### config.mk
export PLATFORM = sky130hd
export DESIGN_NAME = pwm_update_scheduler
export DESIGN_NICKNAME = d
export VERILOG_FILES = /design/src/rtl/pwm_update_scheduler.sv
export SDC_FILE = /design/constraint.sdc
export NUM_CORES = 1
export LEC_CHECK = 0
export CAP_MARGIN = 0
export CORE_UTILIZATION = 59
export DETAILED_ROUTE_END_ITERATION = 12
export HOLD_SLACK_MARGIN = 0.02
export PLACE_DENSITY_LB_ADDON = 0.08
export SYNTH_ARGS = -nofsm -noshare
export SYNTH_HDL_FRONTEND = slang
export SYNTH_SLANG_ARGS = --single-unit
export TNS_END_PERCENT = 1
### constraint.sdc
create_clock -name clk -period 5.67 [get_ports clk]
set_input_delay 0.567 -clock clk [delete_from_list [all_inputs] [get_ports clk]]
set_output_delay 0.567 -clock clk [all_outputs]
set_load 0.05 [all_outputs]
### src/rtl/pwm_update_scheduler.sv
// Frame shadow bank, period-aligned commit to active PWM/dout registers,
// and host watchdog that blanks the PWM words when frames stop arriving.
module pwm_update_scheduler #(
  parameter int unsigned WDT_PERIODS = 40,
  parameter int unsigned WDT_W       = 8
) (
  input  logic        clk,
  input  logic        rst,
  input  logic        frame_start,
  input  logic        frame_end,
  input  logic        wr_stb,
  input  logic [5:0]  wr_addr,
  input  logic [7:0]  wr_data,
  input  logic        pwm_at_top,
  output logic [15:0] pwm0,
  output logic [15:0] pwm1,
  output logic [15:0] pwm2,
  output logic [15:0] pwm3,
  output logic [9:0]  dout,
  output logic        zpolarity,
  output logic        commit_stb,
  output logic        wdt_fault,
  output logic [7:0]  status
);

  localparam int unsigned NLOW  = 9;   // byte addresses 0..8 stored whole
  localparam int unsigned NMASK = 10;  // addresses 0..9 tracked in the mask
  localparam logic [WDT_W-1:0] WDT_LIMIT = WDT_W'(WDT_PERIODS);
  localparam logic             WDT_ON    = (WDT_PERIODS != 0);

  typedef enum logic [1:0] {IDLE, FRAME, PENDING} state_e;

  state_e             state_q, state_d;
  logic [NMASK-1:0]   mask_q, mask_d, wr_hit;
  logic [7:0]         shadow_q [NLOW];
  logic [7:0]         shadow_d [NLOW];
  logic [2:0]         shadow_hi_q, shadow_hi_d;  // {zpolarity, dout[9:8]}
  logic [15:0]        pwm_q [4];
  logic [15:0]        pwm_d [4];
  logic [15:0]        pwm_vis_q [4];
  logic [15:0]        pwm_vis_d [4];
  logic [9:0]         dout_q, dout_d;
  logic               zpol_q, zpol_d;
  logic               commit_q, commit_d;
  logic [3:0]         short_q, short_d;
  logic [2:0]         super_q, super_d;
  logic [WDT_W-1:0]   wdt_cnt_q, wdt_cnt_d;
  logic               wdt_fault_q, wdt_fault_d;
  logic               do_commit;

  // Next-state: frame FSM, shadow writes, commit copy, watchdog and gating
  always_comb begin
    state_d     = state_q;
    mask_d      = mask_q;
    shadow_d    = shadow_q;
    shadow_hi_d = shadow_hi_q;
    pwm_d       = pwm_q;
    dout_d      = dout_q;
    zpol_d      = zpol_q;
    commit_d    = 1'b0;
    short_d     = short_q;
    super_d     = super_q;
    wdt_cnt_d   = wdt_cnt_q;
    wdt_fault_d = wdt_fault_q;
    wr_hit      = '0;
    do_commit   = 1'b0;

    case (state_q)
      IDLE: begin
        if (frame_start) begin
          state_d = FRAME;
          mask_d  = '0;
        end
      end
      FRAME: begin
        if (wr_stb) begin
          for (int i = 0; i < int'(NLOW); i++) begin
            if (wr_addr == 6'(i)) begin
              shadow_d[i] = wr_data;
              wr_hit[i]   = 1'b1;
            end
          end
          if (wr_addr == 6'd9) begin
            shadow_hi_d = {wr_data[7], wr_data[1:0]};
            wr_hit[9]   = 1'b1;
          end
        end
        if (frame_start) begin
          mask_d = '0;
        end else if (frame_end) begin
          mask_d = mask_q | wr_hit;
          if ((mask_q | wr_hit) == {NMASK{1'b1}}) begin
            state_d = PENDING;
          end else begin
            state_d = IDLE;
            if (short_q != 4'hF) short_d = short_q + 4'd1;
          end
        end else begin
          mask_d = mask_q | wr_hit;
        end
      end
      PENDING: begin
        if (pwm_at_top) begin
          do_commit = 1'b1;
          if (frame_start) begin
            state_d = FRAME;
            mask_d  = '0;
          end else begin
            state_d = IDLE;
          end
        end else if (frame_start) begin
          state_d = FRAME;
          mask_d  = '0;
          if (super_q != 3'h7) super_d = super_q + 3'd1;
        end
      end
      default: state_d = IDLE;
    endcase

    // Copy the frozen shadow into the active registers
    if (do_commit) begin
      for (int k = 0; k < 4; k++) begin
        pwm_d[k] = {shadow_q[2*k+1], shadow_q[2*k]};
      end
      dout_d   = {shadow_hi_q[1:0], shadow_q[8]};
      zpol_d   = shadow_hi_q[2];
      commit_d = 1'b1;
    end

    // Watchdog: commit clears, each top counts up to the limit
    if (WDT_ON) begin
      if (do_commit) begin
        wdt_cnt_d   = '0;
        wdt_fault_d = 1'b0;
      end else if (pwm_at_top && (wdt_cnt_q < WDT_LIMIT)) begin
        wdt_cnt_d = wdt_cnt_q + WDT_W'(1);
      end
      if (wdt_cnt_d == WDT_LIMIT) wdt_fault_d = 1'b1;
    end else begin
      wdt_cnt_d   = '0;
      wdt_fault_d = 1'b0;
    end

    // Visible PWM words are blanked while the watchdog is tripped
    for (int k = 0; k < 4; k++) begin
      pwm_vis_d[k] = wdt_fault_d ? 16'h0000 : pwm_d[k];
    end
  end

  // State and output registers with synchronous reset
  always_ff @(posedge clk) begin
    if (rst) begin
      state_q     <= IDLE;
      mask_q      <= '0;
      shadow_q    <= '{default: '0};
      shadow_hi_q <= '0;
      pwm_q       <= '{default: '0};
      pwm_vis_q   <= '{default: '0};
      dout_q      <= '0;
      zpol_q      <= 1'b0;
      commit_q    <= 1'b0;
      short_q     <= '0;
      super_q     <= '0;
      wdt_cnt_q   <= '0;
      wdt_fault_q <= WDT_ON;
    end else begin
      state_q     <= state_d;
      mask_q      <= mask_d;
      shadow_q    <= shadow_d;
      shadow_hi_q <= shadow_hi_d;
      pwm_q       <= pwm_d;
      pwm_vis_q   <= pwm_vis_d;
      dout_q      <= dout_d;
      zpol_q      <= zpol_d;
      commit_q    <= commit_d;
      short_q     <= short_d;
      super_q     <= super_d;
      wdt_cnt_q   <= wdt_cnt_d;
      wdt_fault_q <= wdt_fault_d;
    end
  end

  assign pwm0       = pwm_vis_q[0];
  assign pwm1       = pwm_vis_q[1];
  assign pwm2       = pwm_vis_q[2];
  assign pwm3       = pwm_vis_q[3];
  assign dout       = dout_q;
  assign zpolarity  = zpol_q;
  assign commit_stb = commit_q;
  assign wdt_fault  = wdt_fault_q;
  assign status     = {wdt_fault_q, super_q, short_q};

endmodule

==> results.toml, run 1 <==
[clocking]
clock_latency_ns = 0.50
post_cts_buffers = 0
cts-buffers-inserted = 23
cts_max_level = 1
cts_sinks = 243
cts_buffer_depth = 3
cts_root_buf = "clkbuf_16"
cts_tree = "done"
clk_pin_slew_ns = 0.06
cts_hold_buf = 0
postCtsResizedCells = 0

[logic_synthesis]
yosys.area.top_type_share_pct = 57.5
syn_nets = 915
synth-seq-cells = 243
yosys-top-cells-area = "dfxtp_1 57%, mux2i_1 11%, nor2_1 7.8%"
synth_area_sq_mm = 0.00846
synth_edf_count = 0
synth.distinct_cells = 49
synth_warnings = 0
synth_flop_cell = "dfxtp_1"
async_reset_ff_share_pct = 0
synth_cells = 891
synth_top_cell_by_area = "dfxtp_1"
ys_seq_area_share_pct = 57.5
avgSynthCellArea_sq_um = 9.50

[global_routing]
grt_use_met1_pct = 32.9
grt_pass1_wl_um = 29700
grtUsageMet2_pct = 42.8
grt_overflow = 0
antenna_found_initial = 0
grt_busiest_layer = "met2"
met3_usage_pct = 4.78
grt_pass1_vias = 6087
grt_use_total_pct = 25.2
grt_max_degree = 110

[critical_path]
critPathMaxFanout = 65
crit_type = "in2reg"
cp-end-kind = "flip-flop"
critical_path_required_ns = 6.02
cp.arrival_ns = 3.22
worstSetupStartpointType = "primary input"

[die]
start_util_pct = 60.7
rows = 43
dieArea_sq_mm = 0.0148
die_height_um = 122
die_w_um = 122
core_sq_mm = 0.0139
io_pins = 105

[timing]
rsz0062_at_grt = "no"
hold_viol = 0
slew_headroom_pct = 18.9
skew_ns = 0.00849
setup_slack_ns = 2.80
maxSlewViolCount = 0
worst_slew_pin_slew_ns = 1.21
finalSetupViolations = 0
fin_crit_sh_pct = 50.5
fin_crit_ns = 2.87
max_freq_mhz = 349
tns_ns = 0

[hold_path]
hold_class = "in2reg"

[drt]
vias = 6380
avgViaCountPerCell = 5.49
finalWirelength_um = 18700
antenna_left = 0
wl_per_cell_um = 16.1
drc = 0
drtPass1Iterations = 5
dr.first_iter.drc_count = 476

[power_and_ir_drop]
switching_share_pct = 20.8
clkPwrFrac_pct = 44.8
power.switching_mw = 0.679
p_per_area_mw_per_mm2 = 319
leakage_nw = 3.99
seq_power_share_pct = 52.4
ir_drop_mv = 0.237
intPower_mw = 2.59
combPwrFrac_pct = 2.8

[run_status]
status = "complete, no violations"

[final_layout]
drive_gt1_share_pct = 5.70
final_nets = 991
antenna_cells = 0
design_area_sq_mm = 0.0103
area_delta_synth_final_pct = 21.4
fillers = 980

[flow_run]
cap_violations = 0

[placed_design]
dp_slack_ns = 2.29
place_area_sq_mm = 0.00955
place_hpwl_um = 11700
gp_congestion = 0.754
port_buffers = 104
-- sequential cells by signal, summed over array words and instances (netlist names) --
register,cells
commit_stb,1
pwm1,16
pwm2,16
dout,10
shadow_q,72
super_q,3
wdt_cnt_q,8
short_q,4
wdt_fault,1
zpolarity,1
pwm0,16
state_q,2
pwm_q,64
shadow_hi_q,3
pwm3,16
mask_q,10
-- metrics by stage --
stage | utilization, % | cells | hold WS [ns] | power, mW
after CTS | 73.7 | 1162 | 0.418 | 3.29
after global placement | 68.5 | 1122 | 0.443 | 1.84
after detailed placement | 68.5 | 1122 | 0.447 | 1.84
after global routing | 73.7 | 1162 | 0.429 | 3.37
final | 73.7 | 1162 | 0.429 | 3.27
after floorplan | - | 891 | 0.431 | 1.80
-- worst max-delay path: stages --
cell and delay, ns:
clkdlybuf4s50_1 0.53, or3b_1 0.46, o311ai_1 0.35, o211ai_1 0.21, o41ai_4 0.34, buf_4 0.63
nor2_1 0.12
-- power by group through the flow --
stage / sequential [mW] / combinational (mW) / clock, mW
4_1_cts: 1.71 / 0.0894 / 1.49
5_1_grt: 1.71 / 0.0967 / 1.56
2_1_floorplan: 1.75 / 0.0492 / 0
3_5_place_dp: 1.75 / 0.0890 / 0
3_3_place_gp: 1.75 / 0.0868 / 0
6_report: 1.71 / 0.0907 / 1.47
-- cell type report --
cell class / instances / area [sq um] / area share, %
clock buffer: 34 / 667 / 6.49
clock inverter: 6 / 57.6 / 0.560
tap: 180 / 225 / 2.19
inverter: 4 / 15.0 / 0.146
sequential: 243 / 4860 / 47.3
timing repair buffer: 114 / 1110 / 10.8
multi-input combinational: 581 / 3330 / 32.4
-- kinds of logic after synthesis --
| logic type | synth area share [%] |
|---|---|
| buf+inv | 3.55 |
| simple gates | 20.1 |
| fa+ha+maj | 0.591 |
| mux | 11.4 |
| compound gates | 6.73 |
| xor+xnor | 0.207 |
| flops | 57.5 |
-- per-layer routing --
layer | vias up | share of wire (%) | wire length (um)
li1 | 3153 | - | -
met2 | 157 | 49 | 9200
met1 | 3031 | 44 | 8240
met5 | - | 0 | 0
met3 | 39 | 4.5 | 833
met4 | 0 | 2.1 | 390
-- worst paths after layout --
check,start,endpoint,slack [ns],cells after the start
setup / recovery,pwm_at_top,pwm3[15],2.80,7
setup reg to reg,state_q[0],pwm3[15],3.04,7
hold reg to reg,dout[2],dout[2],0.46,2
hold / removal,rst,pwm_q[10],0.43,2
-- cells in the final DEF (no fill, tap or decap), drive strengths merged, types with 8 or more instances in the layout --
cell type | Yosys | final
nor3b | 8 | 8
a22oi | 12 | 12
a21oi | 68 | 68
clkdlybuf4s50 | 0 | 103
nand3 | 55 | 55
nand4 | 10 | 10
nor2 | 177 | 177
buf | 13 | 11
dfxtp | 243 | 243
clkbuf | 50 | 34
mux2i | 96 | 96
nand2 | 87 | 87
-- Yosys cell counts (2+ instances only) --
| library cell | n |
|---|---|
| dfxtp_1 | 243 |
| nor2_1 | 176 |
| mux2i_1 | 96 |
| nand2_1 | 87 |
| a21oi_1 | 68 |
| nand3_1 | 55 |
| clkbuf_1 | 49 |
| a22oi_1 | 12 |
| nand4_1 | 10 |
| nor3b_1 | 8 |
| nor2b_1 | 7 |
| o21ai_0 | 7 |
| nor3_1 | 6 |
| buf_2 | 5 |
| nor4_1 | 5 |
| buf_6 | 4 |
| ha_1 | 4 |
| inv_1 | 4 |
| nand2b_1 | 4 |
| buf_4 | 3 |
| nand3b_1 | 3 |
| and3_1 | 2 |
| and3b_1 | 2 |
| nor4_2 | 2 |
| nor4b_1 | 2 |
| o21a_1 | 2 |
| o31ai_1 | 2 |
| or2_2 | 2 |
Power figures use the tool's default switching activity.
==> run 2: changes to the inputs <==
--- a/config.mk
+++ b/config.mk
@@ -6,7 +6,7 @@
 export NUM_CORES = 1
 export LEC_CHECK = 0
 export CAP_MARGIN = 0
-export CORE_UTILIZATION = 59
+export CORE_UTILIZATION = 55
 export DETAILED_ROUTE_END_ITERATION = 12
 export HOLD_SLACK_MARGIN = 0.02
 export PLACE_DENSITY_LB_ADDON = 0.08
==> constraint.sdc (replaced) <==
create_clock -name clk -period 2.8 [get_ports clk]
set_input_delay 0.28 -clock clk [delete_from_list [all_inputs] [get_ports clk]]
set_output_delay 0.28 -clock clk [all_outputs]
set_load 0.05 [all_outputs]
==> run 2 against run 1 <==
Via count rose by 2.1%. Clock power rose by 99%. Critical path depth fell by 1. Combinational power rose by 110%. Final area rose by 0.71%. First-iteration DRC count rose by 4.0%.
==> results.toml, run 2 (same netlist as run 1, synthesis figures left out) <==
[run_status]
status = "complete, no violations"

[critical_path]
reg2reg_setup_slack_ns = 0.38
critPathMaxStageDelay_ns = 0.47
critPathMaxFanout = 28
path_cells = "or3b_1 > o311ai_1 > o211ai_1 > o41ai_4 > buf_4 > nor2_1"
cp.arrival_ns = 2.79
startpoint = "wdt_cnt_q[7]"
cp-end-kind = "flip-flop"
crit_type = "reg2reg"
r2r_cells = 6
worstSetupStartpointType = "flip-flop"
crit_end = "pwm3[12]"
r2r-start = "wdt_cnt_q[7]"
r2r_end = "pwm3[12]"
critical_path_required_ns = 3.18
cpMaxStageDelayCell = "or3b_1"

[timing]
maxSlewViolCount = 0
fin_crit_ns = 2.42
slew_headroom_pct = 52.3
finalSetupViolations = 0
hold_viol = 0
worst_slew_pin_slew_ns = 0.714
rsz0062_at_grt = "no"
skew_ns = 0.00970
max_freq_mhz = 414
fin_crit_sh_pct = 86.3

[final_layout]
antenna_cells = 0
final_common_cell = "dfxtp_1"
final_cell_mix = "243 x dfxtp_1, 175 x nor2_1, 103 x clkdlybuf4s50_1"
largest_reg_flops = 72
area_delta_synth_final_pct = 22.3
fillers = 1138
top_register = "shadow_q"
top_regs = "shadow_q (72), pwm_q (64)"
final_nets = 997
drive_gt1_share_pct = 5.98
final_core_util_pct = 70.1

[drt]
avgViaCountPerCell = 5.57
wl_per_cell_um = 16.2
vias = 6514
drtPass1Iterations = 5
finalWirelength_um = 18900
dr.first_iter.drc_count = 495
antenna_left = 0
drc = 0

[power_and_ir_drop]
leakage_nw = 4.04
switching_share_pct = 20.6
intPower_mw = 5.23
ir_drop_mv = 0.555
seq_power_share_pct = 52.8
combPwrFrac_pct = 2.9
power_mw = 6.58
p_per_area_mw_per_mm2 = 636
clkPwrFrac_pct = 44.3
power.switching_mw = 1.36

[clocking]
cts_root_buf = "clkbuf_16"
cts_sinks = 243
clock_latency_ns = 0.50
cts_buffer_depth = 3
cts_hold_buf = 0
clk_pin_slew_ns = 0.06
cts-buffers-inserted = 24
post_cts_buffers = 0
postCtsResizedCells = 0
cts_tree = "done"
cts_max_level = 1

[global_routing]
grt_overflow = 0
grt_pass1_wl_um = 30800
grt_use_total_pct = 23.9
antenna_found_initial = 0
grt_pass1_vias = 6267
grt_max_degree = 128

[die]
dieArea_sq_mm = 0.0159
core_sq_mm = 0.0148
io_pins = 105
rows = 44
die_height_um = 126
die_w_um = 126
start_util_pct = 57.4

[hold_path]
hold_class = "in2reg"

[placed_design]
place_hpwl_um = 12000
port_buffers = 104
gp_congestion = 0.866

[flow_run]
cap_violations = 0
-- run 2: cell count changes in the layout (fill, tap and decap cells not counted) --
cell,before,now
clkinvlp_4,1,0
inv_6,0,1
bufinv_16,1,0
clkbuf_1,6,7
clkbuf_8,5,3
clkinv_2,4,3
clkbuf_16,23,25
buf_4,11,13
buf_12,0,3
-- run 2: power by group through the flow --
stage	combinational, mW	clock, mW	sequential (mW)
finish	0.188	2.92	3.47
global route	0.201	3.12	3.47
CTS	0.186	2.98	3.47
detailed placement	0.185	0	3.55
global placement	0.181	0	3.55
floorplan	0.0996	0	3.55
-- run 2: layer usage --
metal | up-vias | GRT usage (%) | wire length [um] | part of all wire [%]
met2 | 189 | 40.9 | 9290 | 49
met1 | 3131 | 31.0 | 8270 | 44
met4 | 0 | 6.95 | 343 | 1.8
met3 | 34 | 4.21 | 1010 | 5.3
li1 | 3160 | - | - | -
met5 | - | 0 | 0 | 0
-- run 2: worst min path at each step --
stage / from / to / slack [ns] / cells past startpoint
finish: rst / mask_q[8] / 0.27 / 2
global route: rst / mask_q[9] / 0.30 / 2
CTS: rst / mask_q[8] / 0.25 / 2
detailed placement: shadow_hi_q[1] / dout[9] / 0.45 / 2
global placement: shadow_q[50] / shadow_q[50] / 0.44 / 2
floorplan: shadow_hi_q[1] / dout[9] / 0.43 / 2
-- run 2: area by class of cell --
class / instances / area [sq um] / share of cell area [%]
clock buffer: 35 / 693 / 6.70
timing repair buffer: 119 / 1190 / 11.5
multi-input combinational: 581 / 3330 / 32.2
clock inverter: 4 / 23.8 / 0.230
sequential: 243 / 4860 / 47.0
tap: 184 / 230 / 2.22
inverter: 4 / 15.0 / 0.145
-- run 2: worst max-delay path, delay by kind of cell (launching register included) --
family	cells	cell delay, ns
AO/OA/AOI/OAI	3	0.99
buffers and inverters	1	0.41
flip-flops	1	0.33
AND/OR/NAND/NOR	2	0.56
-- run 2: through the flow --
stage	worst slack [ns]	TNS, ns	cell area, sq um	hold slack [ns]	instances
after CTS	0.417	0	10300	0.250	1170
after global routing	0.274	0	10300	0.298	1170
final	0.383	0	10300	0.269	1170
after global placement	0.0446	0	9630	0.441	1131
after floorplan	0.748	0	8460	0.431	891
after detailed placement	-0.0296	-0.183	9630	0.446	1131
==> run 3: changes to the inputs <==
--- a/config.mk
+++ b/config.mk
@@ -7,6 +7,7 @@
 export LEC_CHECK = 0
 export CAP_MARGIN = 0
 export CORE_UTILIZATION = 55
+export CTS_CLUSTER_SIZE = 10
 export DETAILED_ROUTE_END_ITERATION = 12
 export HOLD_SLACK_MARGIN = 0.02
 export PLACE_DENSITY_LB_ADDON = 0.08
==> run 3 against run 2 <==
Worst hold slack got worse by 0.0057 ns. Sequential cell count unchanged. Wire length rose by 0.81%. Largest power group unchanged. Die area is the same. Critical path depth unchanged. Clock skew is 0.0013 ns lower.
==> results.toml, run 3 (same netlist as run 1, synthesis figures left out) <==
[global_routing]
grt_max_degree = 128
grt_pass1_wl_um = 31200
grt_overflow = 0
grt_pass1_vias = 6296
grt_use_total_pct = 24.2
antenna_found_initial = 0

[clocking]
cts_root_buf = "clkbuf_16"
cts_sinks = 243
cts_hold_buf = 0
cts-buffers-inserted = 28
clock_latency_ns = 0.52
clk_pin_slew_ns = 0.05
cts_max_level = 1
postCtsResizedCells = 0
post_cts_buffers = 0
cts_tree = "done"
cts_buffer_depth = 3

[die]
start_util_pct = 57.4
rows = 44
io_pins = 105
dieArea_sq_mm = 0.0159
die_height_um = 126
die_w_um = 126
core_sq_mm = 0.0148

[placed_design]
place_hpwl_um = 12000
port_buffers = 104
dp.cells = 1131
gp_congestion = 0.866

[critical_path]
critPathMaxFanout = 28
critical_path_required_ns = 3.19
cp-end-kind = "flip-flop"
cp.arrival_ns = 2.79
reg2reg_setup_slack_ns = 0.39
worstSetupStartpointType = "flip-flop"
crit_type = "reg2reg"

[final_layout]
top_regs = "shadow_q (72), pwm_q (64)"
final_core_util_pct = 70.3
largest_reg_flops = 72
fillers = 1137
top_register = "shadow_q"
final_cell_mix = "243 x dfxtp_1, 175 x nor2_1, 103 x clkdlybuf4s50_1"
area_delta_synth_final_pct = 22.5
final_nets = 1001
final_common_cell = "dfxtp_1"
antenna_cells = 0
finalNonFillerCells = 1161
multiInputGateArea_sq_mm = 0.00333
regArea_sq_mm = 0.00486
drive_gt1_share_pct = 5.83

[drt]
vias = 6595
dr.first_iter.drc_count = 495
drtPass1Iterations = 5
avgViaCountPerCell = 5.68
wl_per_cell_um = 16.4
antenna_left = 0
drc = 0
finalWirelength_um = 19100

[timing]
skew_ns = 0.00839
fin_crit_sh_pct = 85.9
rsz0062_at_grt = "no"
tns_ns = 0
fin_crit_ns = 2.41
max_freq_mhz = 416
maxSlewViolCount = 0
slew_headroom_pct = 53.3
worst_slew_pin_slew_ns = 0.699
hold_viol = 0
finalSetupViolations = 0

[power_and_ir_drop]
ir_drop_mv = 0.449
leakage_nw = 4.04
p_per_area_mw_per_mm2 = 646

[run_status]
status = "complete, no violations"

[flow_run]
cap_violations = 0

[hold_path]
hold_class = "in2reg"
## run 3: metrics by stage
| step | total power [mW] | cell area, sq um | setup slack, ns | hold WS [ns] |
|---|---|---|---|---|
| after floorplan | 3.65 | 8460 | 0.748 | 0.431 |
| after global placement | 3.73 | 9630 | 0.0446 | 0.441 |
| after detailed placement | 3.74 | 9630 | -0.0296 | 0.446 |
| after CTS | 6.74 | 10400 | 0.403 | 0.244 |
| after global routing | 6.90 | 10400 | 0.260 | 0.274 |
| final | 6.69 | 10400 | 0.394 | 0.264 |
## run 3: area by class of cell
type	count	share of cell area (%)
flip-flops and latches	243	46.9
multi-input cells	581	32.2
repair buffers	119	11.5
clock buffers	29	7.00
well taps	184	2.22
inverters	4	0.145
clock inverters	1	0.0845
## run 3: final timing paths
kind / from / to / cells past startpoint
setup / recovery: wdt_cnt_q[7] / pwm3[12] / 6
hold / removal: rst / mask_q[2] / 2
hold reg to reg: shadow_hi_q[1] / dout[9] / 2
setup reg to reg: wdt_cnt_q[7] / pwm3[12] / 6
## run 3: power breakdown
part | internal (mW) | switching (mW) | total [mW]
Clock | 1.80 | 1.22 | 3.03
Combinational | 0.0566 | 0.132 | 0.189
Sequential | 3.47 | 0.00925 | 3.48
## run 3: critical path, cell delays in order (launching register included)
cell,delay [ns]
dfxtp_1,0.33
or3b_1,0.48
o311ai_1,0.32
o211ai_1,0.21
o41ai_4,0.43
buf_4,0.41
nor2_1,0.09
## run 3: routing by layer
| layer | share of wire, % | vias up | track usage (%) |
|---|---|---|---|
| li1 | - | 3163 | - |
| met1 | 44 | 3142 | 31.8 |
| met2 | 48 | 243 | 40.9 |
| met3 | 5.9 | 47 | 3.65 |
| met4 | 2.1 | 0 | 7.51 |
| met5 | 0 | - | 0 |
